## src/rtl/audio_mixer_if.sv

```systemverilog
// Sample-request and mixed-output bundle of the three-channel audio mixer.
// The master side supplies source samples and gains; the slave side is the mixer.
interface audio_mixer_if;
  logic        iSAMPLE_EN;
  logic [7:0]  iCH0;
  logic [7:0]  iCH1;
  logic [7:0]  iCH2;
  logic [7:0]  iGAIN0;
  logic [7:0]  iGAIN1;
  logic [7:0]  iGAIN2;
  logic [15:0] oAUDIO_L;
  logic [15:0] oAUDIO_R;
  logic        oSAMPLE_VALID;
  logic        oBUSY;
  logic        oOVERRUN;

  modport master (
    output iSAMPLE_EN, iCH0, iCH1, iCH2, iGAIN0, iGAIN1, iGAIN2,
    input  oAUDIO_L, oAUDIO_R, oSAMPLE_VALID, oBUSY, oOVERRUN
  );

  modport slave (
    input  iSAMPLE_EN, iCH0, iCH1, iCH2, iGAIN0, iGAIN1, iGAIN2,
    output oAUDIO_L, oAUDIO_R, oSAMPLE_VALID, oBUSY, oOVERRUN
  );
endinterface

```

## src/rtl/audio_mixer.sv

```systemverilog
// Three-channel gain/pan mixer with one shared multiplier, saturating stereo output.
// Optional DC-blocking filter stage enabled by defining AUDIO_MIXER_DCBLOCK_EN.
module audio_mixer #(
  parameter logic [2:0] PAN_L = 3'b111,
  parameter logic [2:0] PAN_R = 3'b111
) (
  input  logic         iCLK,
  input  logic         iRST,
  audio_mixer_if.slave bus
);

  typedef enum logic [2:0] {
    IDLE = 3'd0,
    MAC0 = 3'd1,
    MAC1 = 3'd2,
    MAC2 = 3'd3,
    SAT  = 3'd4
`ifdef AUDIO_MIXER_DCBLOCK_EN
    ,DCB = 3'd5
`endif
  } state_e;

  function automatic logic signed [15:0] sat16(input logic signed [23:0] v);
    if (v > 24'sd32767) begin
      return 16'sh7FFF;
    end else if (v < -24'sd32768) begin
      return 16'sh8000;
    end else begin
      return v[15:0];
    end
  endfunction

  state_e             state_q, state_d;
  logic [7:0]         ch0_q, ch0_d, ch1_q, ch1_d, ch2_q, ch2_d;
  logic [7:0]         gain0_q, gain0_d, gain1_q, gain1_d, gain2_q, gain2_d;
  logic signed [19:0] acc_l_q, acc_l_d, acc_r_q, acc_r_d;
  logic signed [15:0] audio_l_q, audio_l_d, audio_r_q, audio_r_d;
  logic               valid_q, valid_d;
  logic               busy_q, busy_d;
  logic               overrun_q, overrun_d;

  logic [7:0]         ch_s;
  logic [7:0]         gain_s;
  logic               pan_l_s;
  logic               pan_r_s;
  logic signed [8:0]  diff_s;
  logic signed [8:0]  gain_ext_s;
  logic signed [17:0] prod_s;
  logic signed [19:0] prod_ext_s;
  logic signed [15:0] sat_l_s;
  logic signed [15:0] sat_r_s;

`ifdef AUDIO_MIXER_DCBLOCK_EN
  logic signed [15:0] x_l_q, x_l_d, x_r_q, x_r_d;
  logic signed [15:0] xp_l_q, xp_l_d, xp_r_q, xp_r_d;
  logic signed [23:0] yp_l_q, yp_l_d, yp_r_q, yp_r_d;
  logic signed [23:0] y_l_s;
  logic signed [23:0] y_r_s;
`endif

  // Operand select for the shared multiplier, one channel per MAC state.
  always_comb begin
    ch_s    = ch0_q;
    gain_s  = gain0_q;
    pan_l_s = 1'b0;
    pan_r_s = 1'b0;
    case (state_q)
      MAC0: begin
        ch_s    = ch0_q;
        gain_s  = gain0_q;
        pan_l_s = PAN_L[0];
        pan_r_s = PAN_R[0];
      end
      MAC1: begin
        ch_s    = ch1_q;
        gain_s  = gain1_q;
        pan_l_s = PAN_L[1];
        pan_r_s = PAN_R[1];
      end
      MAC2: begin
        ch_s    = ch2_q;
        gain_s  = gain2_q;
        pan_l_s = PAN_L[2];
        pan_r_s = PAN_R[2];
      end
      default: begin
        pan_l_s = 1'b0;
        pan_r_s = 1'b0;
      end
    endcase
  end

  assign diff_s     = $signed({1'b0, ch_s} - 9'd128);
  assign gain_ext_s = $signed({1'b0, gain_s});
  assign prod_s     = diff_s * gain_ext_s;
  assign prod_ext_s = {{2{prod_s[17]}}, prod_s};
  // acc*2 is exactly representable in 21 bits, widened to 24 for the clamp.
  assign sat_l_s    = sat16({{3{acc_l_q[19]}}, acc_l_q, 1'b0});
  assign sat_r_s    = sat16({{3{acc_r_q[19]}}, acc_r_q, 1'b0});

`ifdef AUDIO_MIXER_DCBLOCK_EN
  assign y_l_s = {{8{x_l_q[15]}}, x_l_q} - {{8{xp_l_q[15]}}, xp_l_q} + yp_l_q - (yp_l_q >>> 8);
  assign y_r_s = {{8{x_r_q[15]}}, x_r_q} - {{8{xp_r_q[15]}}, xp_r_q} + yp_r_q - (yp_r_q >>> 8);
`endif

  // Next-state, datapath and output computation for the sample FSM.
  always_comb begin
    state_d   = state_q;
    ch0_d     = ch0_q;
    ch1_d     = ch1_q;
    ch2_d     = ch2_q;
    gain0_d   = gain0_q;
    gain1_d   = gain1_q;
    gain2_d   = gain2_q;
    acc_l_d   = acc_l_q;
    acc_r_d   = acc_r_q;
    audio_l_d = audio_l_q;
    audio_r_d = audio_r_q;
    valid_d   = 1'b0;
    overrun_d = bus.iSAMPLE_EN && (state_q != IDLE);
`ifdef AUDIO_MIXER_DCBLOCK_EN
    x_l_d  = x_l_q;
    x_r_d  = x_r_q;
    xp_l_d = xp_l_q;
    xp_r_d = xp_r_q;
    yp_l_d = yp_l_q;
    yp_r_d = yp_r_q;
`endif
    case (state_q)
      IDLE: begin
        if (bus.iSAMPLE_EN) begin
          ch0_d   = bus.iCH0;
          ch1_d   = bus.iCH1;
          ch2_d   = bus.iCH2;
          gain0_d = bus.iGAIN0;
          gain1_d = bus.iGAIN1;
          gain2_d = bus.iGAIN2;
          acc_l_d = 20'sd0;
          acc_r_d = 20'sd0;
          state_d = MAC0;
        end else begin
          state_d = IDLE;
        end
      end
      MAC0, MAC1, MAC2: begin
        if (pan_l_s) begin
          acc_l_d = acc_l_q + prod_ext_s;
        end else begin
          acc_l_d = acc_l_q;
        end
        if (pan_r_s) begin
          acc_r_d = acc_r_q + prod_ext_s;
        end else begin
          acc_r_d = acc_r_q;
        end
        if (state_q == MAC0) begin
          state_d = MAC1;
        end else if (state_q == MAC1) begin
          state_d = MAC2;
        end else begin
          state_d = SAT;
        end
      end
`ifdef AUDIO_MIXER_DCBLOCK_EN
      SAT: begin
        x_l_d   = sat_l_s;
        x_r_d   = sat_r_s;
        state_d = DCB;
      end
      DCB: begin
        audio_l_d = sat16(y_l_s);
        audio_r_d = sat16(y_r_s);
        xp_l_d    = x_l_q;
        xp_r_d    = x_r_q;
        yp_l_d    = y_l_s;
        yp_r_d    = y_r_s;
        valid_d   = 1'b1;
        state_d   = IDLE;
      end
`else
      SAT: begin
        audio_l_d = sat_l_s;
        audio_r_d = sat_r_s;
        valid_d   = 1'b1;
        state_d   = IDLE;
      end
`endif
      default: begin
        state_d = IDLE;
      end
    endcase
    busy_d = (state_d != IDLE);
  end

  // State and datapath registers with asynchronous active-high reset.
  always_ff @(posedge iCLK or posedge iRST) begin
    if (iRST) begin
      state_q   <= IDLE;
      ch0_q     <= 8'd0;
      ch1_q     <= 8'd0;
      ch2_q     <= 8'd0;
      gain0_q   <= 8'd0;
      gain1_q   <= 8'd0;
      gain2_q   <= 8'd0;
      acc_l_q   <= 20'sd0;
      acc_r_q   <= 20'sd0;
      audio_l_q <= 16'sd0;
      audio_r_q <= 16'sd0;
      valid_q   <= 1'b0;
      busy_q    <= 1'b0;
      overrun_q <= 1'b0;
`ifdef AUDIO_MIXER_DCBLOCK_EN
      x_l_q     <= 16'sd0;
      x_r_q     <= 16'sd0;
      xp_l_q    <= 16'sd0;
      xp_r_q    <= 16'sd0;
      yp_l_q    <= 24'sd0;
      yp_r_q    <= 24'sd0;
`endif
    end else begin
      state_q   <= state_d;
      ch0_q     <= ch0_d;
      ch1_q     <= ch1_d;
      ch2_q     <= ch2_d;
      gain0_q   <= gain0_d;
      gain1_q   <= gain1_d;
      gain2_q   <= gain2_d;
      acc_l_q   <= acc_l_d;
      acc_r_q   <= acc_r_d;
      audio_l_q <= audio_l_d;
      audio_r_q <= audio_r_d;
      valid_q   <= valid_d;
      busy_q    <= busy_d;
      overrun_q <= overrun_d;
`ifdef AUDIO_MIXER_DCBLOCK_EN
      x_l_q     <= x_l_d;
      x_r_q     <= x_r_d;
      xp_l_q    <= xp_l_d;
      xp_r_q    <= xp_r_d;
      yp_l_q    <= yp_l_d;
      yp_r_q    <= yp_r_d;
`endif
    end
  end

  assign bus.oAUDIO_L      = audio_l_q;
  assign bus.oAUDIO_R      = audio_r_q;
  assign bus.oSAMPLE_VALID = valid_q;
  assign bus.oBUSY         = busy_q;
  assign bus.oOVERRUN      = overrun_q;

endmodule

```

## src/flat_wrapper.sv

```systemverilog
// flat-port wrapper written by rule: the top's interface ports become plain ports
module audio_mixer_flat 
#(
  parameter logic [2:0] PAN_L = 3'b111,
  parameter logic [2:0] PAN_R = 3'b111
)
  (iCLK, iRST, bus_iSAMPLE_EN, bus_iCH0, bus_iCH1, bus_iCH2, bus_iGAIN0, bus_iGAIN1, bus_iGAIN2, bus_oAUDIO_L, bus_oAUDIO_R, bus_oSAMPLE_VALID, bus_oBUSY, bus_oOVERRUN);
  audio_mixer_if bus_i ();
  input  logic iCLK;
  input  logic iRST;
  input wire logic [$bits(bus_i.iSAMPLE_EN)-1:0] bus_iSAMPLE_EN;
  input wire logic [$bits(bus_i.iCH0)-1:0] bus_iCH0;
  input wire logic [$bits(bus_i.iCH1)-1:0] bus_iCH1;
  input wire logic [$bits(bus_i.iCH2)-1:0] bus_iCH2;
  input wire logic [$bits(bus_i.iGAIN0)-1:0] bus_iGAIN0;
  input wire logic [$bits(bus_i.iGAIN1)-1:0] bus_iGAIN1;
  input wire logic [$bits(bus_i.iGAIN2)-1:0] bus_iGAIN2;
  output wire logic [$bits(bus_i.oAUDIO_L)-1:0] bus_oAUDIO_L;
  output wire logic [$bits(bus_i.oAUDIO_R)-1:0] bus_oAUDIO_R;
  output wire logic [$bits(bus_i.oSAMPLE_VALID)-1:0] bus_oSAMPLE_VALID;
  output wire logic [$bits(bus_i.oBUSY)-1:0] bus_oBUSY;
  output wire logic [$bits(bus_i.oOVERRUN)-1:0] bus_oOVERRUN;
  assign bus_i.iSAMPLE_EN = bus_iSAMPLE_EN;
  assign bus_i.iCH0 = bus_iCH0;
  assign bus_i.iCH1 = bus_iCH1;
  assign bus_i.iCH2 = bus_iCH2;
  assign bus_i.iGAIN0 = bus_iGAIN0;
  assign bus_i.iGAIN1 = bus_iGAIN1;
  assign bus_i.iGAIN2 = bus_iGAIN2;
  assign bus_oAUDIO_L = bus_i.oAUDIO_L;
  assign bus_oAUDIO_R = bus_i.oAUDIO_R;
  assign bus_oSAMPLE_VALID = bus_i.oSAMPLE_VALID;
  assign bus_oBUSY = bus_i.oBUSY;
  assign bus_oOVERRUN = bus_i.oOVERRUN;
  audio_mixer #(.PAN_L(PAN_L), .PAN_R(PAN_R)) u_core (.iCLK(iCLK), .iRST(iRST), .bus(bus_i));
endmodule
```

## config.mk

```make
export PLATFORM = sky130hd
export DESIGN_NAME = audio_mixer_flat
export DESIGN_NICKNAME = d
export VERILOG_FILES = /design/src/rtl/audio_mixer_if.sv /design/src/rtl/audio_mixer.sv /design/src/flat_wrapper.sv
export SDC_FILE = /design/constraint.sdc
export NUM_CORES = 1
export LEC_CHECK = 0
export BUFFER_PORTS_ARGS = -buffer_cell sky130_fd_sc_hd__buf_2
export CORE_MARGIN = 4
export CORE_UTILIZATION = 55
export DETAILED_ROUTE_END_ITERATION = 16
export GPL_TIMING_DRIVEN = 0
export HOLD_SLACK_MARGIN = 0.03
export PLACE_DENSITY = 0.86
export SLEW_MARGIN = 30
export SYNTH_ARGS = -nofsm -noshare
export SYNTH_HDL_FRONTEND = slang
export SYNTH_SLANG_ARGS = --single-unit
```

## constraint.sdc

```tcl
create_clock -name iCLK -period 10.1 [get_ports iCLK]
set_input_delay 2.02 -clock iCLK [delete_from_list [all_inputs] [get_ports iCLK]]
set_output_delay 2.02 -clock iCLK [all_outputs]
set_load 0.01 [all_outputs]
```

==> summary.md, run 1 <==
| Metric | Value |
|---|---|
| Status | complete, no violations |
| Hold Crit Start | u_core.bus.oAUDIO_R[11] |
| Layout cells sized above 1 | a little under an eighth |
| CTS root buffer | clkbuf_16 |
| Antenna violations before repair | 0 |
| Endpoints failing hold | 0 |
| Fin nets | 1401 |
| Post-synth top area share | about 33% |
| Drt initial violations | roughly 410 |
| Crit path required time | between 10 and 15 ns |
| Global-route usage over all layers | 24.1% |
| Fin util | 64.6% |
| Setup TNS Final | 0 ns |
| Area of the core | 16800 µm² |
| Worst R2R Path Depth | 31 |
| Max Transition Viols Final | 0 |
| Worst skew pair latency | roughly 0.42 ns |
| DP Worst Slack | ~2.4 ns |
| Final Skew | 0.00831 ns |
| Number of clock sinks | 126 |
| Critical Path AT | 8.21 ns |
| Hold depth | 2 |
| Pin count of the biggest net entering global routing | just over 80 |
| Final hold slack | 0.471 ns |
| Initial DRT Pass Iterations | 7 |
| Slew margin rel. | 44.8% |
| Syn Inst Count | 1114 |
| Area leader, netlist | dfrtp_1 |
| Die X | 140 µm |
| N_diodes | 0 |
| H-tree Lvls | 4 |
| CP endpoint kind | flip-flop |
| Setup WS post-layout | 2.24 ns |
| Global route overflow | 0 |
| Main synth FF type | dfrtp_1 |
| Distinct cells, synth | 55 |
| Commonest non-fill, non-tap cells in the layout | nand2_1, dfrtp_1, o21ai_0 |
| First-pass GRT wire length | just under 40 mm |
| CTS max path bufs | 2 |
| Worst Setup Start Kind | flip-flop |
| Most used cell, CP | inv_1 |
| GP Congestion | 0.952 |
| Vias per inst | 5.56 |
| TritonCTS clock tree | yes |
| Crit path kind | flip-flop to flip-flop |
| RR Endpoint | u_core.acc_r_q[19] |
| Ys Warns | 0 |
| Starting Density | 56.9% |
| Endpoints failing setup | 0 |
| PostCTS Resize Cnt | 0 |
| Worst-path fanout max | 10 |
| Minimum clock period | 7.86 ns |
| Mapped Nets | approximately 1300 |
| Die Height | 140 µm |
| Worst Max-Slew Pin Slew | 0.828 ns |
| HP Class | flip-flop to flip-flop |
| Setup Fix Bufs, Post-CTS | 0 |
| Core Rows | 47 |
| Vias in the first global route | 8132 |
| Post-synthesis cell area | 9570 µm² |
| Flops & latches, synth | 126 |
| Die area | 19600 µm² |
| Layout area overhead | 13.6% |
| Seq/Total Area, Yosys | 33.0% |
| # DRC | 0 |
| Crit path from | u_core.state_q[0] |
| Max Fclk | 0.127 GHz |
| Fraction of registers with async set/reset | 100% |
| Commonest non-fill, non-tap cell in the layout | nand2_1 |
| R2r startpoint | u_core.state_q[0] |
| Vias | 8059 |
| Routed Antenna Nets | 0 |
| WL/cell | 15.9 µm |
| Tcrit/Tclk final | 77.9% |
| Max stage delay on crit path | 0.61 ns |
| Total Wirelength | 23.0 mm |
| Top post-synthesis cells by area | dfrtp_1, fa_1, ha_1, nand2_1, o21ai_0 |
| CTS Buf Count | 17 |
| Synth Area per Inst | 8.59 µm² |
| Ports | 86 |
| Post-synth EDFFs | 0 |
| Hold Crit Endpoint | u_core.bus.oAUDIO_R[11] |
| Clk slew on worst S/H paths | about 0.05 ns |
| Post-CTS Hold Buffers | 0 |
| R2r setup slk | 2.24 ns |
| RSZ-0062 raised after global routing | false |
| Dpl hpwl | ~18 mm |
| Critical-path top delay cell | a21oi_1 |
| Max_cap viols | 0 |
| Port bufs | 85 |
-- metal layers --
layer  GRT usage, %  vias up  routed length [µm]
li1               -     3899                   -
met1           31.1     3821                9700
met2           42.0      297               11200
met3           3.70       42                1460
met4           7.14        0                 601
met5              0        -                   0
-- final cells by class --
type / count / area, µm²
Buffer: 38 / 168
Clock buffer: 22 / 474
Clock inverter: 7 / 88.8
Fill cell: 1386 / 5950
Inverter: 119 / 454
Multi-Input combinational cell: 831 / 5800
Sequential cell: 126 / 3150
Tap cell: 220 / 275
Timing Repair Buffer: 86 / 453
-- stage by stage --
stage | instance area [µm²] | instances
6_report | 10900 | 1449
3_5_place_dp | 10300 | 1420
3_3_place_gp | 10300 | 1419
2_1_floorplan | 9570 | 1114
5_1_grt | 10900 | 1449
4_1_cts | 10900 | 1449
-- synthesized netlist by cell type, types with 2 or more instances --
cell	n
a211oi_2	2
o21ai_1	2
a21o_1	22
a21boi_0	2
nand2b_1	9
a211o_1	2
o2111ai_1	2
dfrtp_1	126
nand3_1	27
nor3_1	8
buf_2	2
fa_1	58
xnor2_1	22
nor2_1	75
and3_1	2
o31ai_1	8
inv_1	119
a211oi_1	6
o211ai_1	6
nor2b_1	8
a31oi_1	7
or2_2	9
a21oi_1	48
o21bai_1	3
mux2i_1	18
ha_1	73
o21a_1	9
clkbuf_1	31
xor2_1	21
buf_1	2
or3_1	2
o21ai_0	119
nand2_1	239
mux2_2	4
-- critical path, delay by kind of cell (launching register included) --
family / cells / cell delay (ns)
fa+ha+maj: 6 / 2.48
mux: 1 / 0.23
buf+inv: 7 / 1.14
flops: 1 / 0.35
xor+xnor: 2 / 0.42
simple gates: 6 / 0.92
compound gates: 9 / 2.24
-- registers in the layout, summed over array words and instances, names as in the netlist --
signal	cells
u_core.acc_l_q	20
u_core.acc_r_q	20
u_core.bus.oAUDIO_L	16
u_core.bus.oAUDIO_R	16
u_core.ch0_q	8
u_core.ch1_q	8
u_core.ch2_q	8
u_core.gain0_q	8
u_core.gain1_q	8
u_core.gain2_q	8
u_core.state_q	3
u_core.bus.oBUSY	1
u_core.bus.oOVERRUN	1
u_core.bus.oSAMPLE_VALID	1
-- worst max-delay path by stage --
| stage | cells after the start | slack, ns | endpoint |
|---|---|---|---|
| CTS | 32 | 2.31 | u_core.acc_r_q[19] |
| global placement | 29 | 2.45 | u_core.acc_l_q[18] |
| finish | 31 | 2.24 | u_core.acc_r_q[19] |
| detailed placement | 29 | 2.38 | u_core.acc_l_q[18] |
| global route | 32 | 1.78 | u_core.acc_r_q[19] |
| floorplan | 32 | 3.38 | u_core.acc_r_q[19] |
-- logic make-up after synthesis --
logic type               share of synthesized area [%]
AND/OR/NAND/NOR                                   16.7
flip-flops                                        33.0
buffers and inverters                             6.42
adder cells (fa/ha/maj)                           21.7
multiplexers                                      2.35
AO/OA/AOI/OAI                                     16.0
XOR/XNOR                                          3.94
Power of run 1 is left out: the tool's default activity adds up to more than one toggle a clock period on the data nets, which glitch-free logic cannot reach.
==> run 2: changes to the inputs <==
==> constraint.sdc (replaced) <==
create_clock -name iCLK -period 7.6 [get_ports iCLK]
set_input_delay 1.52 -clock iCLK [delete_from_list [all_inputs] [get_ports iCLK]]
set_output_delay 1.52 -clock iCLK [all_outputs]
set_load 0.01 [all_outputs]
==> run 2 against run 1 <==
- register-to-register slack got worse by 1.8 ns
- count of clock-buffer cells in the layout stayed put
- critical path depth is 2 lower
- setup slack lost 1.8 ns
- critical endpoint unchanged
- highest routed layer unchanged
==> summary.md, run 2 (synthesis gave the netlist of run 1 again) <==
| Metric | Value |
|---|---|
| Biggest regs | u_core.acc_l_q x20, u_core.acc_r_q x20 |
| Routed Antenna Nets | 0 |
| N_diodes | 0 |
| Die area | around 20000 µm² |
| Drt initial violations | around 440 |
| Final Skew | 0.0102 ns |
| Total Wirelength | 23.3 mm |
| Global-route usage over all layers | 24.1% |
| Finished Cell Area | 11000 µm² |
| Max stage delay on crit path | 0.56 ns |
| Dpl hpwl | roughly 18 mm |
| Crit path from | u_core.state_q[2] |
| Layout cells sized above 1 | 13.3% |
| CP endpoint kind | flip-flop |
| RR Endpoint | u_core.acc_r_q[19] |
| Endpoints failing hold | 0 |
| Fin nets | 1401 |
| HP Class | flip-flop to flip-flop |
| Vias per inst | ~5.6 |
| Worst Setup EP | u_core.acc_r_q[19] |
| Setup WS post-layout | 0.420 ns |
| Crit-path leading delay family | adder cells |
| Commonest non-fill, non-tap cells in the layout | nand2_1, dfrtp_1, inv_1 |
| Vias in the first global route | 8171 |
| Layout area overhead | 15.0% |
| Status | complete, no violations |
| Clk slew on worst S/H paths | ~0.060 ns |
| Final hold slack | 0.471 ns |
| Pin count of the biggest net entering global routing | 81 |
| CTS Buf Count | 17 |
| CTS max path bufs | 2 |
| Worst Setup Start Kind | flip-flop |
| # DRC | 0 |
| Die Height | 140 µm |
| Area of the core | 16800 µm² |
| DP Worst Slack | -0.123 ns |
| Max_cap viols | 0 |
| Initial DRT Pass Iterations | 5 |
| CTS root buffer | clkbuf_16 |
| Starting Density | ~57% |
| Post-CTS Hold Buffers | 0 |
| Worst-path fanout max | 10 |
| Post-Place Cell Area | 10300 µm² |
| Port bufs | 85 |
| Core Rows | 47 |
| Tcrit/Tclk final | between 90% and 100% |
| Worst Max-Slew Pin Slew | approximately 0.76 ns |
| Vias | 8095 |
| Crit path kind | flip-flop to flip-flop |
| Die X | 140 µm |
| R2r setup slk | ~0.42 ns |
| Ports | 86 |
| Critical Path AT | 7.53 ns |
| Critical path buffers and inverters | 6 |
| H-tree Lvls | 4 |
| R2r startpoint | u_core.state_q[2] |
| Max Fclk | 0.139 GHz |
| TritonCTS clock tree | yes |
| GP Congestion | 0.952 |
| Max Transition Viols Final | 0 |
| Global route overflow | 0 |
| Minimum clock period | 7.18 ns |
| Slew margin rel. | 49.6% |
| Endpoints failing setup | 0 |
| Placed cell count | roughly 1400 |
| Number of clock sinks | 126 |
| Critical-path top delay cell | fa_1 |
| Commonest non-fill, non-tap cell in the layout | nand2_1 |
| Layout Cells excl Fill | 1449 |
| First-pass GRT wire length | 38.7 mm |
| WL/cell | 16.1 µm |
| Crit path required time | approximately 8.0 ns |
| Antenna violations before repair | 0 |
| Worst path depth | 29 |
| Worst skew pair latency | 0.43 ns |
| Worst R2R Path Depth | 29 |
[run 2: through the flow]
step                      util, %  setup TNS [ns]
final                        65.4               0
after global routing         65.4         -0.0181
after CTS                    64.7               0
after detailed placement     61.2          -0.298
after global placement       61.0         -0.0951
after floorplan                 -               0
[run 2: cell type report]
| cell class | count | area (µm²) |
|---|---|---|
| multi-input combinational | 831 | 5920 |
| fill | 1363 | 5820 |
| sequential | 126 | 3150 |
| clock buffer | 22 | 474 |
| inverter | 119 | 454 |
| timing repair buffer | 86 | 453 |
| tap | 220 | 275 |
| buffer | 38 | 189 |
| clock inverter | 7 | 88.8 |
[run 2: per-layer routing]
layer / vias up / track usage [%] / share of wire, %
li1: 3896 / - / -
met1: 3874 / 31.1 / 42
met2: 285 / 42.0 / 49
met3: 40 / 3.74 / 5.7
met4: 0 / 7.29 / 2.7
met5: - / 0 / 0
[run 2: repair_timing]
item,CTS,global route
buffers inserted,0,0
pin swaps,0,1
setup endpoints to repair,3,8
gates resized for setup,6,41
[run 2: worst min-delay path by stage]
stage | startpoint | end | cells past startpoint
final | u_core.bus.oAUDIO_L[12] | u_core.bus.oAUDIO_L[12] | 2
after global routing | u_core.bus.oAUDIO_L[1] | u_core.bus.oAUDIO_L[1] | 2
after CTS | u_core.gain0_q[0] | u_core.gain0_q[0] | 2
after detailed placement | u_core.gain1_q[3] | u_core.gain1_q[3] | 2
after global placement | u_core.gain1_q[4] | u_core.gain1_q[4] | 2
after floorplan | u_core.ch1_q[0] | u_core.ch1_q[0] | 2
[run 2: worst min-delay path, delay by kind of cell, from the launching register on]
| family | cells | cell delay (ns) |
|---|---|---|
| flops | 1 | 0.33 |
| simple gates | 1 | 0.05 |
| compound gates | 1 | 0.06 |
Power of run 2 is left out for the same reason.
==> run 3: changes to the inputs <==
--- a/config.mk
+++ b/config.mk
@@ -11,7 +11,7 @@
 export DETAILED_ROUTE_END_ITERATION = 16
 export GPL_TIMING_DRIVEN = 0
 export HOLD_SLACK_MARGIN = 0.03
-export PLACE_DENSITY = 0.86
+export PLACE_DENSITY = 0.72
 export SLEW_MARGIN = 30
 export SYNTH_ARGS = -nofsm -noshare
 export SYNTH_HDL_FRONTEND = slang
==> run 3 against run 2 <==
- clock skew grew 0.0013 ns
- cell area is 0.72% higher
- critical endpoint unchanged
- sequential cell count stayed put
- highest routed layer unchanged
- critical path depth increased by 1
==> summary.md, run 3 (synthesis gave the netlist of run 1 again) <==
| Metric | Value |
|---|---|
| Final hold slack | 0.471 ns |
| Tcrit/Tclk final | a little over 90% |
| Crit path from | u_core.state_q[2] |
| CTS root buffer | clkbuf_16 |
| Die Height | 140 µm |
| GP Congestion | 0.928 |
| Fin util | between 60 and 70% |
| Slew margin rel. | 52.2% |
| Initial DRT Pass Iterations | 5 |
| R2r startpoint | u_core.state_q[2] |
| Die area | 19600 µm² |
| Total Wirelength | 23.0 mm |
| Minimum clock period | approximately 7 ns |
| Fin nets | 1403 |
| Pin count of the biggest net entering global routing | 92 |
| TritonCTS clock tree | yes |
| Vias in the first global route | 7932 |
| Hold Crit Start | u_core.bus.oAUDIO_R[8] |
| Die X | between 100 and 150 µm |
| Routed Antenna Nets | 0 |
| Hold depth | 2 |
| N_diodes | 0 |
| Port bufs | 85 |
| Max_cap viols | 0 |
| Clk slew on worst S/H paths | 0.06 ns |
| Starting Density | roughly 57% |
| Vias per inst | 5.43 |
| CP endpoint kind | flip-flop |
| Worst R2R Path Depth | 30 |
| CTS max path bufs | 2 |
| # DRC | 0 |
| Vias | about 7900 |
| Critical Path AT | 7.45 ns |
| Worst Setup Start Kind | flip-flop |
| Worst-path fanout max | 10 |
| Post-CTS Hold Buffers | 0 |
| Global route overflow | 0 |
| Post-Place Cell Area | approximately 10000 µm² |
| Max stage delay on crit path | between 0.5 and 0.6 ns |
| Status | complete, no violations |
| Antenna violations before repair | 0 |
| First-pass GRT wire length | 38.6 mm |
| Endpoints failing setup | 0 |
| Endpoints failing hold | 0 |
| Global-route usage over all layers | roughly 24% |
| Ports | 86 |
| Crit path required time | ~8.0 ns |
| Commonest non-fill, non-tap cell in the layout | nand2_1 |
| Number of clock sinks | around 130 |
| Finished Cell Area | approximately 11000 µm² |
| Biggest regs | u_core.acc_l_q x20, u_core.acc_r_q x20 |
| WL/cell | approximately 16 µm |
| Setup TNS Final | 0 ns |
| CTS Buf Count | 17 |
| Worst skew pair latency | 0.42 ns |
| Final Skew | 0.0115 ns |
| Critical-path top delay cell | fa_1 |
| Core Rows | 47 |
| Layout cells sized above 1 | roughly 14% |
| HP Class | flip-flop to flip-flop |
| Drt initial violations | 473 |
| Max Transition Viols Final | 0 |
| Max Fclk | 0.141 GHz |
| H-tree Lvls | 4 |
| Area of the core | 16800 µm² |
| Commonest non-fill, non-tap cells in the layout | nand2_1, dfrtp_1, inv_1 |
| Worst Max-Slew Pin Slew | 0.717 ns |
| Dpl hpwl | between 15 and 20 mm |
| Crit path kind | flip-flop to flip-flop |
| Layout area overhead | 15.9% |
## run 3: changes by cell type in the layout (fill, tap and decap cells not counted), sizes merged
cell and delta:
buf +3, bufinv +1, clkinv -2, clkinvlp +3
## run 3: what timing repair did
action,4_1_cts,5_1_grt
buffers inserted,0,2
pin swaps,0,2
endpoints found under the setup margin,6,9
gates resized for setup,10,38
## run 3: final timing paths
| kind | slack (ns) | endpoint |
|---|---|---|
| setup reg to reg | 0.49 | u_core.acc_r_q[19] |
| hold reg to reg | 0.47 | u_core.bus.oAUDIO_R[8] |
| setup / recovery | 0.49 | u_core.acc_r_q[19] |
| min in group asynchronous | 1.06 | u_core.gain2_q[4] |
| max in group asynchronous | 5.82 | u_core.bus.oAUDIO_L[6] |
| hold / removal | 0.47 | u_core.bus.oAUDIO_R[8] |
## run 3: layout make-up
type / count / area (µm²)
Clock buffer: 23 / 498
Buffer: 38 / 194
Tap cell: 220 / 275
Timing Repair Buffer: 88 / 468
Sequential cell: 126 / 3150
Inverter: 119 / 454
Fill cell: 1470 / 5740
Multi-Input combinational cell: 831 / 5910
Clock inverter: 9 / 131
## run 3: metal layers
| metal | vias up | track usage [%] | part of all wire (%) |
|---|---|---|---|
| li1 | 3889 | - | - |
| met1 | 3735 | 31.1 | 43 |
| met2 | 233 | 42.1 | 48 |
| met3 | 45 | 3.43 | 5.1 |
| met5 | - | 0 | 0 |
| met4 | 0 | 9.79 | 3.5 |
## run 3: worst max-delay path: cells and delay by family (launching register included)
family                   cells  cell delay (ns)
AND/OR/NAND/NOR              7             1.14
AO/OA/AOI/OAI                9             1.63
XOR/XNOR                     2             0.45
buffers and inverters        6             0.75
adder cells (fa/ha/maj)      6             2.63
flip-flops                   1             0.41
## run 3: through the flow
stage                     cells  worst slack (ns)
after detailed placement   1420            -0.228
final                      1454             0.492
after floorplan            1114             0.885
after global routing       1454           -0.0214
after CTS                  1452           0.00488
after global placement     1419            -0.188
Power of run 3 is left out for the same reason.
